===== src/rtl/nibble_adder_arbiter.sv =====
// Round-robin arbiter sharing one registered W-bit adder among NREQ requesters; optional ADDARB_SATURATE_EN saturates on carry.
// Latency: grant/handshake in cycle N, tagged response valid in cycle N+2; at most one operation per 3 cycles.
// Backpressure: rsp_ready low holds the response stable and withholds all grants until it is accepted.
module nibble_adder_arbiter #(
   parameter int NREQ = 4,
   parameter int W    = 4,
   parameter int ID_W = 2
) (
   input  logic              clk,
   input  logic              rst_n,
   input  logic [NREQ-1:0]   req_valid,
   input  logic [NREQ*W-1:0] req_a,
   input  logic [NREQ*W-1:0] req_b,
   output logic [NREQ-1:0]   req_ready,
   output logic              rsp_valid,
   output logic [ID_W-1:0]   rsp_id,
   output logic [W:0]        rsp_sum,
   input  logic              rsp_ready,
   output logic              busy
);

   typedef enum logic [1:0] {IDLE, EXEC, RESP} state_t;

   state_t          state_q, state_d;
   logic [ID_W-1:0] last_q, last_d;
   logic [ID_W-1:0] gid_q, gid_d;
   logic [ID_W-1:0] id_q, id_d;
   logic [W-1:0]    a_q, a_d;
   logic [W-1:0]    b_q, b_d;
   logic [W:0]      sum_q, sum_d;

   logic [ID_W-1:0] win;
   logic            win_vld;
   logic [ID_W-1:0] idx;
   logic [W:0]      raw_sum;
   logic [W:0]      result;

   // Round-robin search: first valid requester starting just after the last winner.
   always_comb begin
      win     = '0;
      win_vld = 1'b0;
      idx     = '0;
      for (int k = 1; k <= NREQ; k++) begin
         idx = ID_W'((int'(last_q) + k) % NREQ);
         if (!win_vld && req_valid[idx]) begin
            win_vld = 1'b1;
            win     = idx;
         end
      end
   end

   // Adder on the captured operands; carry either kept as MSB or folded into saturation.
   always_comb begin
      raw_sum = {1'b0, a_q} + {1'b0, b_q};
`ifdef ADDARB_SATURATE_EN
      result  = raw_sum[W] ? {1'b1, {W{1'b1}}} : raw_sum;
`else
      result  = raw_sum;
`endif
   end

   // Next-state and handshake outputs; grants are only issued from IDLE.
   always_comb begin
      state_d   = state_q;
      last_d    = last_q;
      gid_d     = gid_q;
      id_d      = id_q;
      a_d       = a_q;
      b_d       = b_q;
      sum_d     = sum_q;
      req_ready = '0;
      rsp_valid = 1'b0;
      case (state_q)
         IDLE: begin
            if (win_vld) begin
               req_ready[win] = 1'b1;
               a_d            = req_a[int'(win)*W +: W];
               b_d            = req_b[int'(win)*W +: W];
               gid_d          = win;
               last_d         = win;
               state_d        = EXEC;
            end
         end
         EXEC: begin
            sum_d   = result;
            id_d    = gid_q;
            state_d = RESP;
         end
         RESP: begin
            rsp_valid = 1'b1;
            if (rsp_ready) begin
               state_d = IDLE;
            end
         end
         default: begin
            state_d = IDLE;
         end
      endcase
   end

   // State and datapath registers; pointer resets so requester 0 wins first.
   always_ff @(posedge clk or negedge rst_n) begin
      if (!rst_n) begin
         state_q <= IDLE;
         last_q  <= ID_W'(NREQ - 1);
         gid_q   <= '0;
         id_q    <= '0;
         a_q     <= '0;
         b_q     <= '0;
         sum_q   <= '0;
      end else begin
         state_q <= state_d;
         last_q  <= last_d;
         gid_q   <= gid_d;
         id_q    <= id_d;
         a_q     <= a_d;
         b_q     <= b_d;
         sum_q   <= sum_d;
      end
   end

   assign rsp_id  = id_q;
   assign rsp_sum = sum_q;
   assign busy    = (state_q != IDLE);

endmodule


===== config.mk =====
export PLATFORM = sky130hd
export DESIGN_NAME = nibble_adder_arbiter
export DESIGN_NICKNAME = d
export VERILOG_FILES = /design/src/rtl/nibble_adder_arbiter.sv
export SDC_FILE = /design/constraint.sdc
export NUM_CORES = 1
export LEC_CHECK = 0
export ABC_AREA = 1
export ABC_CLOCK_PERIOD_IN_PS = 4600
export CORE_UTILIZATION = 40
export DETAILED_ROUTE_END_ITERATION = 10
export PLACE_DENSITY_LB_ADDON = 0.05
export SETUP_SLACK_MARGIN = 0.4
export SKIP_LAST_GASP = 1
export SYNTH_ARGS = -nofsm -noshare
export SYNTH_HDL_FRONTEND = slang
export SYNTH_SLANG_ARGS = --single-unit

===== constraint.sdc =====
create_clock -name clk -period 4.6 [get_ports clk]
set_clock_uncertainty 0.2 [all_clocks]
set_input_delay 0.92 -clock clk [delete_from_list [all_inputs] [get_ports clk]]
set_output_delay 0.92 -clock clk [all_outputs]
set_load 0.05 [all_outputs]

# After elaboration in Yosys (flattened, before gate mapping)
# Cells that the tools add are included.
word_totals:
  register_bits: 21
  wordCells: 59
op_classes:
  add_sub_neg: 5
  magnitude_cmp: 6
  n_eq_ne: 4
  n_shift: 2
  n_mux: 24
  reduce_logical: 11
op_table:
  columns: ["op", "count"]
  rows:
  - ["$shiftx A16 B5 Y4", 2]
  - ["$lt A2 B3 Y1 const B", 5]
  - ["$mux W2", 6]
  - ["$mux W1", 10]
  - ["$bmux W1 S2", 4]
  - ["$mux W4", 2]
  - ["$pmux W2 S3", 1]
  - ["$add A4 B4 Y5", 1]
  - ["$add A2 B1 Y2 const B", 2]
  - ["$add A2 B2 Y2 const B", 2]
  - ["$logic_and A1 B1 Y1", 4]
  - ["$ne A2 B2 Y1 const B", 2]
  - ["$reduce_and A2 Y1", 2]
  - ["$logic_not A1 Y1", 3]
  - ["$demux W1 S2", 1]
  - ["$eq A2 B1 Y1 const B", 1]
  - ["$eq A2 B2 Y1 const B", 1]
  - ["$ge A2 B1 Y1 const B", 1]
  - ["$logic_not A2 Y1", 1]
  - ["$reduce_bool A2 Y1", 1]

# Depth between registers and ports, before layout
logic_depth:
  depth_word: 19
  mapped_depth: 16
  depth_no_buf: 14

# Worst setup path after synthesis
# OpenSTA, ideal clock, no wires.
synth_path:
  path_kind: "input to output"
  start: "input req_valid[2]"
  end: "output req_ready[2]"
  t_arrival_ns: 2.493
  required_time_ns: 3.480
  slack_ns: 0.987
  path_stages: 10
  n_path_buf: 1
  cell_sequence: "nand2_1 -> nand2_2 -> nand2_2 -> nand2_4 -> nor2_4 -> nand4_1 -> nand2_1 -> buf_4 -> nand2_1 -> a21oi_1"
synth_between:
  elab_chain_len: 18
  word_cells_on_any_way: 29
  cone_classes: "order compare: 2; mux: 20; reduce/logical: 7"
synth_rtl:
  columns: ["item", "line_no", "rtl"]
  rows:
  - ["start, declared", "11", "input logic [NREQ-1:0] req_valid,"]
  - ["$bmux W1 S2", "45", "if (!win_vld && req_valid[idx]) begin"]
  - ["$mux W1 (implied by the code)", "45", null]
  - ["$mux W1", "45", null]
  - ["$logic_not A1 Y1", "45", null]
  - ["$logic_and A1 B1 Y1", "45", null]
  - ["$mux W1", "45", null]
  - ["$logic_not A1 Y1", "45", null]
  - ["$logic_and A1 B1 Y1", "45", null]
  - ["[2 not listed]", null, null]
  - ["$logic_and A1 B1 Y1", "45", null]
  - ["$mux W2", "45", null]
  - ["$lt A2 B3 Y1 (implied by the code) / $ge A2 B1 Y1 (equally long branches)", "76", "req_ready[win] = 1'b1;"]
  - ["$logic_and A1 B1 Y1 (implied by the code)", "76", null]
  - ["$mux W1 (implied by the code)", "76", null]
  - ["$demux W1 S2", "76", null]
  - ["$mux W4 (*)", "75", "if (win_vld) begin"]
  - ["$mux W4 (*)", "73", "case (state_q)"]
  - ["end, declared", "14", "output logic [NREQ-1:0] req_ready,"]
# Every way passes the cells marked *; elsewhere a longest branch is shown, timed or not. The select of a mux whose other input is x is not followed.

# Final worst setup path
layout_path:
  start: "input req_valid[0]"
  end: "output req_ready[2]"
# Same word-level chain as after synthesis.

==> results.cfg <==
[status]
status = finished clean

[min_path]
min-delay-start = rsp_id[0]
min_to = rsp_id[0]
holdPathStages = 2
hp-class = reg -> reg

[timing]
setup_viol = 0
slew_violations = 0
max-slew-margin-rel_pct = 42.4
rsz0062_at_grt = no
min_period_over_period_pct = 87.4
fmax_ghz = 0.249
setup_tns_ns = 0
finalHoldViolCount = 0
worst_pin_slew_ns = 0.862
period_minus_slack_ns = 4.02

[logic_synthesis]
netlist.area_leader.share_pct = 27.8
netlist_top_cells_count = 88 x nand2_1, 49 x inv_1, 22 x nand3_1
synth_ff_type = dfrtp_1
synth_edf_count = 0
synthArstFlopShare_pct = 100
avgSynthCellArea_um2 = 6.59
synthTopCellsByArea = dfrtp_1 28%, nand2_1 19%, inv_1 11%, nand4_1 6.6%, nand3_1 6.4%
yosysMostFrequentCell = nand2_1
ys_warn_count = 0
synth_nets = 303
synth_cells = 259
yosysUniqueCellTypes = 27
seq_area_frac_synth_pct = 30.9
synth-seq-cells = 21
synth_area_leader_cell = dfrtp_1
synthesis.area_um2 = 1710

[cts]
cts_tree = yes
clockBufferDepth = 2
numCtsBuffers = 3
cts.sinks = 21
cts_max_level = 1
clockRootBuffer = clkbuf_8
clkLatencyLatePin_ns = 0.26
cts_setup_buffers = 0
ctsHoldBuffers = 0
clk_pin_slew_ns = 0.07

[drt]
first_pass_iters = 4
drt_iter0_markers = 78
viasPerCell = 4.63
wire_per_inst_um = 10.3
wirelength_um = 3660
vias = 1648
final_antenna_net_count = 0
drc = 0

[die]
io-pin-count = 52
die_w_um = 67.3
initial_core_util_pct = 42.1
dieArea_um2 = 4540
core_um2 = 4060
rows = 23
fp.dieH_um = 67.3

[critical_path]
crit_family = simple AND/OR/NAND/NOR gates
critPathMaxFanout = 18
rrSetupSlack_ns = 2.02
cp_slowest_cell = clkdlybuf4s50_1
worst_ep_required_time_ns = 3.48
crit_chain = clkdlybuf4s50_1 > nand2_1 > nand2_2 > nand2_1 > nand2_2 > nor2_2 > nand2_4 > nand2_2 > inv_4 > nand2_1 > a21oi_2 > buf_12
worstPathArrival_ns = 2.90
cp-end-kind = primary output
startpoint_type = input pin
max_stage_delay_ns = 0.51
crit_type = in -> out
crit_buf_inv = 3
r2r-start = last_q[0]
r2r_cells = 13
r2r_end = a_q[2]

[finish]
n_fill_cell = 425
drive_above_1_share_pct = 10.8
syn2layout_area_growth_pct = 35.0
nets = 351
diodes = 0

[global_routing]
overflow = 0
antenna_found_initial = 0
grt_usage_pct = 17.2
grt_pass1_vias = 1409
grt_pass1_wl_um = 6030
grt_start_max_net_pins = 22

[placement]
routabilityCongestion = 0.810
io_buffer_count = 51
place_hpwl_um = 2800

[run]
maxCapViolCount = 0
-- per-layer routing --
layer	GRT usage (%)	share of wire [%]
met5	0	0
met4	5.59	1.4
met3	2.20	4.2
met2	27.5	45
met1	23.7	49
-- worst max path at each step --
| stage | from | endpoint | slack, ns | cells past startpoint |
|---|---|---|---|---|
| finish | req_valid[0] | req_ready[2] | 0.58 | 12 |
| global placement | req_valid[0] | req_ready[2] | 0.51 | 12 |
| detailed placement | req_valid[0] | req_ready[2] | 0.47 | 12 |
| global route | req_valid[2] | req_ready[2] | 0.41 | 12 |
| floorplan | req_valid[2] | req_ready[2] | 0.99 | 10 |
| CTS | req_valid[0] | req_ready[2] | 0.45 | 12 |
-- cells by family (layout without fill, tap and decap cells) --
group,after synthesis,after routing,share of synthesized area [%]
AOI/OAI and AO/OA,13,13,4.03
xor gates and xnor gates,1,1,0.513
adders and majority gates,5,5,4.10
buffers and inverters,62,109,15.6
DFF,21,21,30.9
and+or+nand+nor,157,157,44.8
-- state kept, by name, summed over array words and instances, names as in the netlist --
name / cells
rsp_sum: 5
a_q: 4
b_q: 4
gid_q: 2
last_q: 2
rsp_id: 2
state_q: 2
-- worst min-delay path: stages (launching register included) --
cell and delay, ns:
dfrtp_1 0.34, nand2_1 0.05, o21ai_0 0.06
-- through the flow --
stage | std cells | setup slack, ns | utilization (%) | area (um^2) | hold WS [ns]
floorplan | 259 | 0.987 | - | 1710 | 0.253
global placement | 352 | 0.505 | 55.5 | 2250 | 0.263
detailed placement | 352 | 0.474 | 55.5 | 2250 | 0.273
CTS | 356 | 0.452 | 56.6 | 2300 | 0.290
global route | 356 | 0.405 | 56.8 | 2310 | 0.311
finish | 356 | 0.580 | 56.8 | 2310 | 0.282
-- cell type report --
cell class	instances	area [um^2]	share of cell area (%)
multi-input combinational	176	920	39.9
clock buffer	4	45.0	1.95
inverter	54	213	9.22
tap	50	62.6	2.71
timing repair buffer	51	538	23.3
sequential	21	528	22.9
-- placed cells by master (no fill, tap or decap), drive strengths merged --
cell / Yosys / layout
nand3: 24 / 24
inv: 54 / 54
clkdlybuf4s50: 0 / 47
fa: 1 / 1
a22o: 1 / 1
buf: 7 / 4
nor2: 14 / 14
dfstp: 2 / 2
o21ai: 9 / 9
dfrtp: 19 / 19
nand2: 101 / 101
clkbuf: 1 / 4
xor2: 1 / 1
ha: 4 / 4
nand4: 18 / 18
a21oi: 3 / 3
-- timing repair --
action                                  CTS  global route
endpoints found under the hold margin     0             0
resized for setup                         0             3
endpoints found under the setup margin    0             3
Power is left out: the tool's default activity adds up to more than one toggle a clock period on the data nets, which glitch-free logic cannot reach.
